<file path="config.mk">
export PLATFORM = sky130hd
export DESIGN_NAME = present_enc_core
export DESIGN_NICKNAME = d
export VERILOG_FILES = /design/src/rtl/present_enc_core.sv
export SDC_FILE = /design/constraint.sdc
export NUM_CORES = 1
export LEC_CHECK = 0
export CAP_MARGIN = 40
export CORE_MARGIN = 2
export CORE_UTILIZATION = 34
export DETAILED_ROUTE_END_ITERATION = 7
export GPL_TIMING_DRIVEN = 1
export SLEW_MARGIN = 20
export SYNTH_ARGS = -nofsm -noshare
export SYNTH_HDL_FRONTEND = slang
export SYNTH_SLANG_ARGS = --single-unit
</file>
<file path="constraint.sdc">
create_clock -name clk -period 3.18 [get_ports clk]
set_input_delay 0.636 -clock clk [delete_from_list [all_inputs] [get_ports clk]]
set_output_delay 0.636 -clock clk [all_outputs]
set_load 0.02 [all_outputs]
</file>
<file path="src/rtl/present_enc_core.sv">
// PRESENT-80 iterative encryption datapath and round controller.
// Drives an external round-key scheduler and runs one full round per clock.
module present_enc_core #(
  parameter int unsigned NUM_ROUNDS = 31
) (
  input  logic        clk,
  input  logic        rst,
  input  logic        in_valid,
  output logic        in_ready,
  input  logic [63:0] in_data,
  input  logic [79:0] in_key,
  output logic        out_valid,
  input  logic        out_ready,
  output logic [63:0] out_data,
  output logic        ks_load,
  output logic        ks_en,
  output logic [4:0]  ks_round,
  output logic [79:0] ks_key,
  input  logic [63:0] ks_roundk
);

  typedef enum logic [2:0] {
    StIdle,
    StLoad,
    StRound,
    StFinal,
    StDone
  } fsm_e;

  localparam logic [4:0] LastRnd = 5'(NUM_ROUNDS - 1);

  fsm_e        fsm_q, fsm_d;
  logic [63:0] state_q, state_d;
  logic [63:0] out_data_q, out_data_d;
  logic [79:0] key_q, key_d;
  logic [4:0]  rnd_q, rnd_d;
  logic        out_valid_q, out_valid_d;
  logic [63:0] round_out;

  function automatic logic [3:0] sbox(input logic [3:0] x);
    logic [3:0] y;
    unique case (x)
      4'h0: y = 4'hC;
      4'h1: y = 4'h5;
      4'h2: y = 4'h6;
      4'h3: y = 4'hB;
      4'h4: y = 4'h9;
      4'h5: y = 4'h0;
      4'h6: y = 4'hA;
      4'h7: y = 4'hD;
      4'h8: y = 4'h3;
      4'h9: y = 4'hE;
      4'hA: y = 4'hF;
      4'hB: y = 4'h8;
      4'hC: y = 4'h4;
      4'hD: y = 4'h7;
      4'hE: y = 4'h1;
      default: y = 4'h2;
    endcase
    return y;
  endfunction

  function automatic logic [63:0] s_layer(input logic [63:0] x);
    logic [63:0] y;
    y = '0;
    for (int n = 0; n < 16; n++) begin
      y[4*n +: 4] = sbox(x[4*n +: 4]);
    end
    return y;
  endfunction

  function automatic logic [63:0] p_layer(input logic [63:0] x);
    logic [63:0] y;
    logic [5:0]  idx;
    y = '0;
    for (int b = 0; b < 63; b++) begin
      idx    = 6'((16 * b) % 63);
      y[idx] = x[b];
    end
    y[63] = x[63];
    return y;
  endfunction

  assign round_out = p_layer(s_layer(state_q ^ ks_roundk));

  always_comb begin
    fsm_d       = fsm_q;
    state_d     = state_q;
    out_data_d  = out_data_q;
    key_d       = key_q;
    rnd_d       = rnd_q;
    out_valid_d = out_valid_q;
    in_ready    = 1'b0;
    ks_load     = 1'b0;
    ks_en       = 1'b0;
    ks_round    = 5'd0;
    unique case (fsm_q)
      StIdle: begin
        in_ready = 1'b1;
        if (in_valid) begin
          state_d = in_data;
          key_d   = in_key;
          rnd_d   = 5'd0;
          fsm_d   = StLoad;
        end
      end
      StLoad: begin
        ks_load = 1'b1;
        fsm_d   = StRound;
      end
      StRound: begin
        // Scheduler steps in the same edge, so K(rnd+2) is ready next cycle.
        ks_en    = 1'b1;
        ks_round = rnd_q;
        state_d  = round_out;
        rnd_d    = rnd_q + 5'd1;
        if (rnd_q == LastRnd) begin
          fsm_d = StFinal;
        end
      end
      StFinal: begin
        out_data_d  = state_q ^ ks_roundk;
        out_valid_d = 1'b1;
        fsm_d       = StDone;
      end
      StDone: begin
        if (out_ready) begin
          out_valid_d = 1'b0;
          fsm_d       = StIdle;
        end
      end
      default: begin
        fsm_d = StIdle;
      end
    endcase
  end

  always_ff @(posedge clk or negedge rst) begin
    if (!rst) begin
      fsm_q       <= StIdle;
      state_q     <= '0;
      out_data_q  <= '0;
      key_q       <= '0;
      rnd_q       <= '0;
      out_valid_q <= 1'b0;
    end else begin
      fsm_q       <= fsm_d;
      state_q     <= state_d;
      out_data_q  <= out_data_d;
      key_q       <= key_d;
      rnd_q       <= rnd_d;
      out_valid_q <= out_valid_d;
    end
  end

  assign out_data  = out_data_q;
  assign out_valid = out_valid_q;
  assign ks_key    = key_q;

endmodule

</file>
# Yosys cells after proc, flatten, opt, wreduce, memory -nomap -nowiden
# Memories as Yosys holds them, arrays and structs flattened.
# Index checks and enable logic that the tools add are counted.
dict set report totals {
  regBits 217
  latchBits 0
  ramBits 0
  rom_bits 1024
  inputBits 212
  word_cells 53
  mem_count 16
}
# memory depth width read_ports rd_clocked_by_memory_dff write_ports line
set memory_table {}
lappend memory_table {{(no name shown)} 16 4 1 0 0 42} ;# unique case (x)
lappend memory_table {{(no name shown)} 16 4 1 0 0 42}
lappend memory_table {{(no name shown)} 16 4 1 0 0 42}
lappend memory_table {{(no name shown)} 16 4 1 0 0 42}
lappend memory_table {{(no name shown)} 16 4 1 0 0 42}
lappend memory_table {{(no name shown)} 16 4 1 0 0 42}
lappend memory_table {{+10 memories} - - - - - -}
dict set report op_classes {
  add_sub_neg 1
  multipliers 0
  n_div 0
  n_lt_le_gt_ge 0
  n_eq_ne 8
  n_shift 0
  n_mux 14
  bitwise 1
  reduce_logical 7
}
# operator count
set op_table {}
lappend op_table {{$pmux 64 s2} 1}
lappend op_table {{$mux 64} 1}
lappend op_table {{$xor 64x64->64} 1}
lappend op_table {{$pmux 3 s5} 1}
lappend op_table {{$mux 5} 2}
lappend op_table {{$pmux 5 s2} 1}
lappend op_table {{$mux 3} 3}
lappend op_table {{$eq 3x2->1 const B} 2}
lappend op_table {{$ne 2x2->1 const B} 3}
lappend op_table {{$reduce_and 2->1} 3}
lappend op_table {{$add 5x1->5 const B} 1}
lappend op_table {{$eq 5x5->1 const B} 1}
lappend op_table {{$mux 1} 4}
lappend op_table {{$reduce_bool 2->1} 2}
lappend op_table {{$eq 3x1->1 const B} 1}
lappend op_table {{$eq 3x3->1 const B} 1}
lappend op_table {{$logic_not 3->1} 1}
lappend op_table {{$reduce_and 3->1} 1}
lappend op_table {{$pmux 1 s2} 1}

# Depth between registers and ports, before layout
# Gate-level depths: netlist of the first run.
dict set report logic_depth {
  ltp_word 3
  depth_mapped 8
  ltp_nobuf 7
}

# Worst setup path after synthesis of the first run
# Ideal clock, no wire load.
dict set report synth_path {
  path_kind {register -> output}
  from {reg fsm_q[2]}
  to {out ks_round[1]}
  t_arrival_ns 1.577
  required_ns 2.544
  path_slack_ns 0.967
  stages_incl_launch_ff 7
  n_path_buf 3
  cell_sequence {dfrtp_1 -> buf_6 -> or3b_4 -> inv_2 -> buf_4 -> buf_2 -> and2_1}
}
dict set report synth_via {
  elab_chain_cells 2
}
# item line
set synth_lines {}
lappend synth_lines {{start, declared} 32} ;# fsm_e fsm_q, fsm_d;
lappend synth_lines {{start signal, assigned} 140} ;# fsm_q <= StIdle;
lappend synth_lines {{start signal, assigned} 147} ;# fsm_q <= fsm_d;
lappend synth_lines {{$eq 3x2->1} 97} ;# unique case (fsm_q)
lappend synth_lines {{$mux 5} 97}
lappend synth_lines {{end, declared} 17} ;# output logic [4:0] ks_round,
# No other way between the ends.

# Final worst setup path of the first run
dict set report layout_path {
  from {reg fsm_q[0]}
  to {out ks_round[2]}
}
# The elaborated chain is that of the path after synthesis.

==> flow_metrics.tcl, run 1 <==
set metrics [dict create \
    synth.yosys.warnings 0 \
    cts.path.max_buffers 3 \
    grt_pass1_wl_um 64000 \
    clockRootBuffer "clkbuf_16" \
    syn_inst 1177 \
    cts_resized 0 \
    reg2reg_slack_ns 0.99 \
    vias 10500 \
    gp_congestion 0.810 \
    final_common_cell "clkdlybuf4s50_1" \
    ant_nets 0 \
    dr.pass1.iters 5 \
    async_flop_share_pct 100 \
    final-hold-violation-count 0 \
    reg2reg_depth 5 \
    cts_buffers 28 \
    slew_viol_final 0 \
    fin_setup_tns_ns 0 \
    initial_core_util_pct 34.6 \
    numPortBuffers 364 \
    cts_tree "yes" \
    setup_viol 0 \
    synth_fa_ha_area_share_pct 5.06 \
    pwr-share-comb_pct 56.4 \
    grt_antenna_before_repair 8 \
    grt_pass1_vias 10500 \
    core_sq_mm 0.0357 \
    cts_max_level 1 \
    layout-drive-gt1-share_pct 14.8 \
    synth_edf_count 0 \
    total_leakage_power_uw 0.00740 \
    timing.fmax_ghz 0.343 \
    yosys.area.top_type_share_pct 43.9 \
    dpl-instance-area_sq_mm 0.0166 \
    dieArea_sq_mm 0.0379 \
    yosysTopAreaCell "dfrtp_1" \
    crit_end "ks_round[2]" \
    setup_ws_ns 0.262 \
    synth_top_family_by_area "compound AO/OA/AOI/OAI gates" \
    die_x_um 195 \
    worstSkewPairLatency_ns 0.56 \
    switching_power_uw 8460 \
    clock-sinks 217 \
    synth_fp_nets 1439 \
    startpoint "fsm_q[0]$_DFFE_PN0P_" \
    remaining_drc_errors 0 \
    via_per_inst 5.14 \
    slew_headroom_pct 44.7 \
    status "completed" \
    synth_area_leaders "dfrtp_1 44%, mux2_2 8.5%, ha_1 5.1%" \
    critPathMaxFanout 11 \
    synth_xor_xnor_area_share_pct 7.69 \
    grtUsageTotal_pct 21.9 \
    cp.arrival_ns 2.28 \
    worstHoldPathType "input pin to async pin" \
    end_kind "output port" \
    drv_cap 0 \
    final_cell_mix "362 x clkdlybuf4s50_1, 216 x dfrtp_1, 126 x nand2_1, 93 x mux2_2, 76 x o21ai_0" \
    synth.mux.area_fraction_pct 13.3 \
    pwr-share-seq_pct 27.0 \
    drt-total-wl_um 42300 \
    period_needed_ns 2.92 \
    synth_area_sq_mm 0.0124 \
    reg2reg_to "state_q[61]$_DFFE_PN0P_" \
    num_io_pins 365 \
    crit_required_ns 2.54 \
    pre_cts_ws_ns 0.391 \
    synth-simple-area-share_pct 10.7 \
    syn_area_per_cell_sq_um 10.5 \
    rsz0062_at_grt "no" \
    gr-total-overflow 0 \
    critPathLaunchType "flip-flop" \
    power.density_mw_per_mm2 1140 \
    ctsHoldBuffers 0 \
    critPathKind "flip-flop to output port" \
    first_iter_violations 465 \
    clk_pin_slew_ns 0.06 \
    final_nets 1806 \
    syn_to_final_growth_pct 41.9 \
    wire_per_inst_um 20.8 \
    ys_ff_latch 217 \
    yosysUniqueCellTypes 64 \
    post-cts-setup-buffers 0 \
    sw_frac_of_total_pct 42.3 \
    synth_compound_area_share_pct 14.5 \
    ys_seq_area_share_pct 43.9 \
    grt_max_degree 81 \
    finClkSkew_ns 0.0140 \
    p_int_uw 11500 \
    synth_ff_type "dfrtp_1" \
    worst_pin_slew_ns 0.823 \
    hpwl_um 31300 \
    ir_drop_mv 0.572 \
    finish.instance_area_sq_mm 0.0176 \
    fin_crit_sh_pct 91.7 \
    clock_power_share_pct 16.6 \
    reg2reg_from "fsm_q[0]$_DFFE_PN0P_" \
    fp-row-count 69 \
    fp.dieH_um 195 \
]
==> cell families after synthesis <==
kind of cell,after synthesis
mux,135
simple gates,277
buf+inv,130
flops,217
fa+ha+maj,50
xor+xnor,95
compound gates,273
==> metal layers <==
layer	share of wire [%]	vias up	GRT usage, %
li1	-	4931	-
met1	41	5103	26.4
met2	49	349	37.5
met3	7.4	64	6.09
met4	3.1	4	7.49
met5	0.069	-	0
==> sequential cells by signal (all words and copies together) (netlist names) <==
name / flops
out_data: 64
fsm_q: 3
state_q: 64
out_valid: 1
ks_key: 80
rnd_q: 5
==> metrics by stage <==
step	std cells	total power, uW	utilization (%)	hold slack [ns]
4_1_cts	2025	20200	49.1	0.0993
3_5_place_dp	1973	16800	46.3	0.470
3_3_place_gp	1971	16500	46.3	0.467
5_1_grt	2032	21400	49.1	0.133
2_1_floorplan	1177	12300	-	0.340
6_report	2033	20000	49.1	0.0865
==> worst max-delay path, stage by stage, from the launching register on <==
cell,delay (ns)
dfrtp_1,0.39
or3b_4,0.42
inv_2,0.17
and2_1,0.16
clkdlybuf4s50_1,0.60
==> power by group through the flow <==
stage	Sequential [uW]	Clock, uW	Combinational [uW]
6_report	5390	3320	11300
5_1_grt	5590	3520	12300
4_1_cts	5410	3400	11400
3_5_place_dp	5440	0	11300
3_3_place_gp	5400	0	11100
2_1_floorplan	6210	0	6120
==> layout make-up <==
cell class                 count  area [sq um]
antenna                        6          15.0
clock buffer                  39           812
clock inverter                13           156
fill                        3331         18200
inverter                      63           236
multi-input combinational    830          6350
sequential                   217          5430
tap                          461           577
timing repair buffer         404          3980
==> cell usage after synthesis (10+ instances only) <==
cell type  instances
dfrtp_1          217
nand2_1          127
mux2_2            93
o21ai_0           76
inv_1             58
xnor2_1           54
ha_1              50
a21oi_1           41
nor2b_1           38
nor2_1            36
nand3_1           33
o211ai_1          30
clkbuf_1          29
mux2i_1           28
xor2_1            28
a31oi_1           19
o2111ai_1         18
buf_2             16
mux4_2            14
a22oi_1           13
o22ai_1           13
buf_4             12
a211o_1           10
==> how the worst min path moves through the flow <==
stage / end / depth (start not counted) / start
after floorplan: fsm_q[0]$_DFFE_PN0P_ / 0 / rst
after global placement: out_data[23]$_DFFE_PN0P_ / 2 / out_data[23]$_DFFE_PN0P_
after detailed placement: out_data[21]$_DFFE_PN0P_ / 2 / out_data[21]$_DFFE_PN0P_
after CTS: ks_key[24]$_DFFE_PN0P_ / 1 / rst
after global routing: ks_key[18]$_DFFE_PN0P_ / 1 / rst
final: ks_key[24]$_DFFE_PN0P_ / 1 / rst
No activity file was read; power rests on OpenSTA's default activity.
==> run 2: changes to the inputs <==
- clock period: 3.18 -> 2.8 ns (I/O delays scaled with it)
==> run 2 against run 1 <==
  * Die area is the same
  * Setup slack lost 0.060 ns
  * Largest cell class unchanged
  * Critical path type unchanged
  * Global-route usage shrank 0.13 points
  * The run now ends with hold timing left
  * Critical path depth is the same
==> flow_metrics.tcl, run 2 (synthesis results as in run 1) <==
set metrics [dict create \
    cts_buffers 27 \
    cts_tree "yes" \
    grt_max_degree 88 \
    fin_crit_sh_pct 92.8 \
    post-cts-setup-buffers 0 \
    remaining_drc_errors 0 \
    crit_required_ns 2.24 \
    hpwl_um 31500 \
    critPathLaunchType "flip-flop" \
    final_cell_mix "355 x clkdlybuf4s50_1, 216 x dfrtp_1, 126 x nand2_1, 93 x mux2_2, 76 x o21ai_0" \
    worstSkewPairLatency_ns 0.54 \
    timing.fmax_ghz 0.385 \
    final_common_cell "clkdlybuf4s50_1" \
    reg2reg_from "fsm_q[1]$_DFFE_PN0P_" \
    initial_core_util_pct 34.6 \
    critPathKind "flip-flop to output port" \
    grtUsageTotal_pct 21.7 \
    startpoint "fsm_q[1]$_DFFE_PN0P_" \
    cp.arrival_ns 2.04 \
    final-hold-violation-count 2 \
    cts.path.max_buffers 3 \
    die_x_um 195 \
    slew_headroom_pct 45.4 \
    reg2reg_to "state_q[49]$_DFFE_PN0P_" \
    fin_setup_tns_ns 0 \
    period_needed_ns 2.60 \
    worst_pin_slew_ns 0.813 \
    num_io_pins 365 \
    finClkSkew_ns 0.0133 \
    numPortBuffers 364 \
    critPathMaxFanout 8 \
    end_kind "output port" \
    setup_viol 0 \
    utilization_pct 49.4 \
    power.density_mw_per_mm2 1290 \
    rsz0062_at_grt "no" \
    reg2reg_slack_ns 0.57 \
    core_sq_mm 0.0357 \
    largest_register_ffs 80 \
    cts_max_level 1 \
    grt_pass1_wl_um 63400 \
    dr.pass1.iters 5 \
    dieArea_sq_mm 0.0379 \
    grt_antenna_before_repair 10 \
    vias 10400 \
    fp-row-count 69 \
    whs_ns -0.00259 \
    wire_per_inst_um 20.7 \
    p_total_uw 22700 \
    drt-total-wl_um 42200 \
    reg2reg_depth 5 \
    clk_pin_slew_ns 0.06 \
    drv_cap 0 \
    final_nets 1819 \
    total_leakage_power_uw 0.00752 \
    slew_viol_final 0 \
    syn_to_final_growth_pct 42.7 \
    clock-sinks 217 \
    grt_pass1_vias 10400 \
    ant_nets 0 \
    pre_cts_ws_ns 0.123 \
    fp.dieH_um 195 \
    worstHoldPathType "input pin to async pin" \
    via_per_inst 5.08 \
    gr-total-overflow 0 \
    violations "hold timing" \
    ir_drop_mv 0.672 \
    gp_congestion 0.828 \
    clockRootBuffer "clkbuf_16" \
    setup_ws_ns 0.202 \
    status "complete, but fails checks" \
    first_iter_violations 467 \
    layout-drive-gt1-share_pct 15.6 \
]
[run 2: cell count changes in the layout (fill, tap and decap cells not counted), moves of 2 or more]
cell	before	now
clkbuf_8	7	5
clkinvlp_4	2	4
buf_4	34	45
dlygate4sd2_1	0	4
clkbuf_1	4	0
clkdlybuf4s50_1	362	355
diode_2	6	4
dlymetal6s2s_1	0	3
buf_12	3	7
clkinv_2	7	9
[run 2: cell type report]
class / instances / area [sq um]
repair buffers: 418 / 4130
multi-input cells: 830 / 6350
flip-flops and latches: 217 / 5430
clock inverters: 17 / 174
fillers: 3295 / 18100
inverters: 63 / 236
diodes: 4 / 10.0
clock buffers: 32 / 744
well taps: 461 / 577
[run 2: stage by stage]
stage,cell area (sq um),cells
floorplan,12400,1177
global placement,16700,1986
detailed placement,16700,1988
CTS,17600,2037
global route,17700,2042
finish,17700,2042
[run 2: timing repair]
action	CTS	global route
hold buffers	0	0
gates resized for setup	4	3
setup endpoints to repair	4	3
[run 2: worst max path at each step]
stage	end	slack [ns]	cells after the start
final	ks_round[2]	0.20	4
after global routing	ks_round[2]	0.10	4
after CTS	ks_en	0.0008	3
after detailed placement	state_q[17]$_DFFE_PN0P_	0.12	6
after global placement	state_q[17]$_DFFE_PN0P_	0.24	6
after floorplan	ks_round[1]	0.66	6
[run 2: critical path: stages, from the launching register on]
cell,delay [ns]
dfrtp_2,0.45
or3b_4,0.46
inv_2,0.12
and2_1,0.13
dlygate4sd2_1,0.34
[run 2: report_power, final]
part | switching [uW] | internal, uW | leakage, uW
clock network | 1440 | 2170 | 0.000451
logic | 6770 | 6220 | 0.00447
registers | 1380 | 4760 | 0.00260
total | 9580 | 13100 | 0.00752
[run 2: layer usage]
layer	vias up	part of all wire [%]	GRT usage (%)
met5	-	0.16	0
met4	10	2.1	5.65
met3	52	7.3	5.88
met2	334	48	37.1
met1	5030	42	27.2
li1	4957	-	-
